**config.mk**
```make
export PLATFORM = sky130hd
export DESIGN_NAME = datapath_sequencer
export DESIGN_NICKNAME = d
export VERILOG_FILES = /design/src/rtl/datapath_sequencer.sv
export SDC_FILE = /design/constraint.sdc
export NUM_CORES = 1
export LEC_CHECK = 0
export ABC_AREA = 1
export CORE_UTILIZATION = 40
export DETAILED_ROUTE_END_ITERATION = 12
export HOLD_SLACK_MARGIN = 0.06
export PLACE_DENSITY = 0.84
export SYNTH_ARGS = -nofsm -noshare
export SYNTH_HDL_FRONTEND = slang
export SYNTH_SLANG_ARGS = --single-unit
```
**constraint.sdc**
```tcl
create_clock -name clk -period 4.1 [get_ports clk]
set_clock_uncertainty 0.15 [all_clocks]
set_input_delay 0.82 -clock clk [delete_from_list [all_inputs] [get_ports clk]]
set_output_delay 0.82 -clock clk [all_outputs]
set_load 0.01 [all_outputs]
```
**src/rtl/datapath_sequencer.sv**
```systemverilog
// Sequences fetch/peek/load/loadv reads and flag ops into datapath mode selects.
// Latency: RAM ops respond 2 cycles after acceptance, flag ops 1 cycle; req_ready only in IDLE.
module datapath_sequencer #(
  parameter int WORD_SIZE        = 16,
  parameter int MODE_SELECT_SIZE = 3,
  parameter int ADDR_WIDTH       = 8
) (
  input  logic                        clk,
  input  logic                        rst,
  input  logic                        req_valid,
  input  logic [2:0]                  req_op,
  input  logic [ADDR_WIDTH-1:0]       req_addr,
  output logic                        req_ready,
  input  logic                        pc_load,
  input  logic [ADDR_WIDTH-1:0]       pc_load_value,
  input  logic                        halt,
  output logic [MODE_SELECT_SIZE-1:0] mode,
  output logic [ADDR_WIDTH-1:0]       p_ram_addr,
  output logic [ADDR_WIDTH-1:0]       v_ram_addr,
  output logic                        p_ram_re,
  output logic                        v_ram_re,
  output logic [ADDR_WIDTH-1:0]       pc,
  output logic                        rsp_valid,
  output logic                        rsp_err,
  output logic                        busy
);

  if (WORD_SIZE < 1) begin : g_word_size_check
    $error("WORD_SIZE must be at least 1");
  end

  typedef enum logic [1:0] {IDLE, READ, CAPTURE, FLAG} state_t;

  localparam logic [2:0] OP_FETCH = 3'd0;
  localparam logic [2:0] OP_LOAD  = 3'd2;
  localparam logic [2:0] OP_LOADV = 3'd3;
  localparam logic [2:0] OP_SET   = 3'd4;
  localparam logic [2:0] OP_CLR   = 3'd5;

  // Peek select is harmless to the instruction and load registers, so idle parks there.
  localparam logic [MODE_SELECT_SIZE-1:0] MODE_PARK = MODE_SELECT_SIZE'(1);

  state_t                state_q;
  state_t                state_d;
  logic [2:0]            op_q;
  logic [ADDR_WIDTH-1:0] addr_q;
  logic                  accept;

  assign accept = req_valid && req_ready;

  always_ff @(posedge clk) begin
    if (rst) begin
      state_q <= IDLE;
    end else begin
      state_q <= state_d;
    end
  end

  always_comb begin
    state_d = state_q;
    case (state_q)
      IDLE:    if (accept) state_d = req_op[2] ? FLAG : READ;
      READ:    state_d = CAPTURE;
      CAPTURE: state_d = IDLE;
      FLAG:    state_d = IDLE;
      default: state_d = IDLE;
    endcase
  end

  always_comb begin
    req_ready = (state_q == IDLE) && !halt && !pc_load && !rst;
    mode      = MODE_PARK;
    p_ram_re  = 1'b0;
    v_ram_re  = 1'b0;
    rsp_valid = 1'b0;
    rsp_err   = 1'b0;
    busy      = (state_q != IDLE);
    case (state_q)
      READ: begin
        p_ram_re = (op_q != OP_LOADV);
        v_ram_re = (op_q == OP_LOADV);
      end
      CAPTURE: begin
        mode      = MODE_SELECT_SIZE'(op_q);
        rsp_valid = 1'b1;
      end
      FLAG: begin
        if (op_q == OP_SET || op_q == OP_CLR) begin
          mode = MODE_SELECT_SIZE'(op_q);
        end
        rsp_valid = 1'b1;
        rsp_err   = (op_q[2:1] == 2'b11);
      end
      default: ;
    endcase
  end

  assign p_ram_addr = (op_q == OP_LOAD) ? addr_q : pc;
  assign v_ram_addr = addr_q;

  always_ff @(posedge clk) begin
    if (rst) begin
      op_q   <= OP_FETCH;
      addr_q <= '0;
    end else if (accept) begin
      op_q   <= req_op;
      addr_q <= req_addr;
    end
  end

  // The fetch increment lands on the READ->CAPTURE edge so CAPTURE already shows pc+1.
  always_ff @(posedge clk) begin
    if (rst) begin
      pc <= '0;
    end else if (state_q == IDLE && pc_load) begin
      pc <= pc_load_value;
    end else if (state_q == READ && op_q == OP_FETCH) begin
      pc <= pc + 1'b1;
    end
  end

endmodule

```
== After elaboration in Yosys (flattened, before gate mapping) ==
Cells that the tools add are included.

* Add/sub/neg operators: 1
* Equality and inequality tests: 10
* Mux-type cells: 12
* Reductions and logical operators: 15

{| class="wikitable"
|+ Operators by type and width
! kind !! count
|-
| 8-bit 2-to-1 mux || 3
|-
| 8-bit by 1-bit adder with 8-bit output, second input constant || 1
|-
| 2-bit equality test, second input constant || 3
|-
| 3-bit by 2-bit equality test with 1-bit output, second input constant || 2
|-
| 3-bit equality test, second input constant || 2
|-
| 1-bit logical AND || 6
|-
| 2-bit case mux with 3 select lines || 1
|-
| 3-bit case mux with 2 select lines || 1
|-
| 1-bit 2-to-1 mux || 4
|-
| 2-bit 2-to-1 mux || 2
|-
| 2-bit nonzero test || 2
|-
| 1-bit logical NOT || 3
|-
| 3-bit logical NOT || 1
|-
| 3-bit 2-to-1 mux || 1
|-
| 3-bit by 2-bit inequality test with 1-bit output, second input constant || 1
|-
| 2-bit by 1-bit equality test with 1-bit output, second input constant || 1
|-
| 2-bit logical NOT || 1
|-
| 2-bit inequality test, second input constant || 1
|-
| 2-bit OR reduction || 1
|-
| 1-bit logical OR || 1
|}

* Bits in registers: 21
* Input bits: 24
* Output and inout bits: 33

== Logic depth before layout (Yosys ltp) ==
* Depth in word-level cells: 7
* Gate-level depth with buffers: 8
* Depth with buffers taken out: 8

== Least setup slack after synthesis ==
No wires, ideal clock.

* Kind: input -> output
* Start point: input port halt
* End point: output port req_ready
* Arrival time: 1.186 ns
* Slack: 1.944 ns
* Cell stages on the path: 3
* Path buffers: 0
* Cell sequence: inv_1 nand2_2 nor3_1

* Cells in the longest elaborated chain, start to end: 4

{| class="wikitable"
|+ Ends and longest elaborated chain
! what !! RTL line !! RTL
|-
| from (decl) || 16 || <nowiki>input logic halt,</nowiki>
|-
| 1-bit logical NOT || 71 || <nowiki>req_ready = (state_q == IDLE) && !halt && !pc_load && !rst;</nowiki>
|-
| 1-bit logical AND (3 in series) || 71 ||
|-
| to (decl) || 13 || <nowiki>output logic req_ready,</nowiki>
|}

No other way between the ends.

== Final worst setup path ==
* Start point: input port rst
* End point: output port req_ready

* Cells in the longest elaborated chain, start to end: 2

{| class="wikitable"
|+ Ends and longest elaborated chain
! what !! RTL line !! RTL
|-
| from (decl) || 9 || <nowiki>input logic rst,</nowiki>
|-
| 1-bit logical NOT || 71 ||
|-
| 1-bit logical AND || 71 ||
|}

No other way between the ends.

==> flow_metrics.tcl <==
set metrics [dict create \
    min_period_ns 3.12 \
    ctsResizeCount 0 \
    post-cts-setup-buffer-count 0 \
    synthAdderAreaFrac_pct 1.07 \
    setup-tns-final_ns 0 \
    grt.overflow.total 0 \
    synth_top_family_by_area "simple AND/OR/NAND/NOR gates" \
    cts_max_level 1 \
    rows 19 \
    grt_setup_unrepaired "no" \
    run_status "completed" \
    avgSynthCellArea_um2 6.43 \
    core_area_um2 2760 \
    dieWidth_um 56.1 \
    avgViaCountPerCell 4.89 \
    max_clock_freq_ghz 0.320 \
    cp_cell_sequence "clkdlybuf4s50_1 > nor3_1 > clkdlybuf4s50_1" \
    clk_latency_ns 0.30 \
    grt_pass1_wl_um 4980 \
    cp-start-kind "input port" \
    die_height_um 56.1 \
    hold_ws_ns 0.363 \
    design_area_um2 1760 \
    cts.sink_count 21 \
    gp_congestion 0.808 \
    io_buffers 56 \
    synth_top_cell_by_area "dfxtp_1" \
    syn2layout_area_growth_pct 50.2 \
    ctsHoldBuffers 0 \
    yosysUniqueCellTypes 24 \
    maxCapViolations 0 \
    synth-seq-cells 21 \
    antenna_found_initial 0 \
    yosysSeqAreaShare_pct 35.9 \
    postRouteAntennaNets 0 \
    initial_core_util_pct 42.4 \
    path_max_fanout 7 \
    synthTopCellsByCount "41 x nor2_1, 31 x nand2_1, 21 x dfxtp_1" \
    slew_viol_final 0 \
    syn-instance-count 182 \
    synth.most_common_cell "nor2_1" \
    clkPwrFrac_pct 22.5 \
    syn-num-nets 207 \
    path_class "in2out" \
    synthTopCellsByArea "dfxtp_1 36%, nor2_1 13%, nand2_1 9.9%" \
    p_int_uw 322 \
    grt_pass1_vias 1173 \
    drtIter0Drc 38 \
    wl_um 3030 \
    final-setup-viol-count 0 \
    period_share_pct 76.2 \
    rrSetupSlack_ns 2.50 \
    synthFlopType "dfxtp_1" \
    p_sw_uw 136 \
    hpwl_um 2260 \
    avgRoutedWirePerCell_um 11.4 \
    p_seq_share_pct 50.1 \
    grt_max_degree 18 \
    fin_util_pct 63.7 \
    root_buffer "clkbuf_4" \
    hold_viol 0 \
    synth_top_area_share_pct 35.9 \
    die_area_um2 3140 \
    post_synth_and_or_nand_nor_area_fraction_pct 36.0 \
    drive_above_1_share_pct 7.63 \
    io_pins 57 \
    synth_edf_count 0 \
    power_density_nw_per_um2 260 \
    hp-class "reg2reg" \
    synth_mux_area_share_pct 0.963 \
    nets 262 \
    synth_xor_area_share_pct 0.749 \
    vias 1305 \
    crit_top_cell "clkdlybuf4s50_1" \
    critical-path-top-delay-family "buffers and inverters" \
    combPwrFrac_pct 27.4 \
    gr-usage-all-layers_pct 19.6 \
    slew_headroom_pct 64.9 \
    critPathMaxStageDelay_ns 0.57 \
    yosysWarnings 0 \
    crit_required_ns 3.13 \
    synth_compound_area_share_pct 15.7 \
    clk_pin_slew_ns 0.13 \
    cts_tree "built" \
    p_leak_uw 0.000684 \
    place_area_um2 1730 \
    dr.pass1.iters 4 \
    worst_slew_pin_slew_ns 0.524 \
    cpMaxStageDelayCell "clkdlybuf4s50_1" \
    cts_buffers 3 \
    cts.path.max_buffers 2 \
    max-vdd-ir-drop_uv 230 \
    switching_share_pct 29.7 \
    num_antenna_cells 0 \
    arrival_ns 2.15 \
    worst-path-buf-inv 2 \
    async_flop_share_pct 0 \
    cp-end-kind "output port" \
    syn_area_um2 1170 \
    drc_errors 0 \
]
[worst paths after layout]
path | from | end | depth (start not counted)
setup / recovery | rst | req_ready | 3
hold / removal | pc[7] | pc[7] | 2
setup reg to reg | state_q[1] | state_q[1] | 7
hold reg to reg | pc[7] | pc[7] | 2
[power groups by stage]
stage / Sequential (µW) / Combinational (µW) / Clock [µW]
2_1_floorplan: 235 / 56.4 / 0
3_3_place_gp: 233 / 124 / 0
3_5_place_dp: 234 / 126 / 0
4_1_cts: 229 / 126 / 104
5_1_grt: 231 / 138 / 114
6_report: 229 / 125 / 103
[worst min-delay path: stages, from the launching register on]
cell	delay [ns]
dfxtp_1	0.36
nand2_1	0.07
a21oi_1	0.06
[area by class of cell]
type                    count  area (µm²)
clock buffers               3        22.5
multi-input cells         136         638
repair buffers             56         561
clock inverters             1        5.00
fillers                   271        1000
flip-flops and latches     21         420
well taps                  31        38.8
inverters                  19        71.3
[cells by family (layout without fill, tap and decap cells)]
logic type,Yosys count,count (layout)
and+or+nand+nor,97,97
buffers and inverters,25,79
xor gates and xnor gates,1,1
muxes,1,1
AOI/OAI and AO/OA,36,36
adders and majority gates,1,1
DFF,21,21
[flip-flops by register name (all words and copies together) (netlist names)]
register and flops:
state_q 2, v_ram_addr 8, pc 8, op_q 3
[per-layer routing]
layer / track usage [%] / share of wire, % / up-vias
li1: - / - / 697
met1: 23.9 / 45 / 561
met2: 34.2 / 48 / 45
met3: 5.12 / 6.0 / 2
met4: 4.53 / 0.69 / 0
met5: 0 / 0 / -
[cells in the final DEF, fill, tap and decap left out, drive strengths merged, types with 2 or more instances in the layout]
| master | Yosys | layout |
|---|---|---|
| a21oi | 16 | 16 |
| nor3 | 3 | 3 |
| clkbuf | 1 | 3 |
| nand2 | 34 | 34 |
| or2 | 2 | 2 |
| o21ai | 18 | 18 |
| inv | 19 | 19 |
| clkdlybuf4s50 | 0 | 56 |
| nand3 | 13 | 13 |
| dfxtp | 21 | 21 |
| nor2 | 44 | 44 |
[metrics by stage]
stage / setup slack [ns] / total power, µW / cells
after global placement: 0.992 / 358 / 263
final: 0.976 / 458 / 267
after global routing: 0.857 / 483 / 267
after detailed placement: 0.973 / 360 / 263
after floorplan: 1.94 / 291 / 182
after CTS: 0.964 / 460 / 267
No activity file was read; power rests on OpenSTA's default activity.
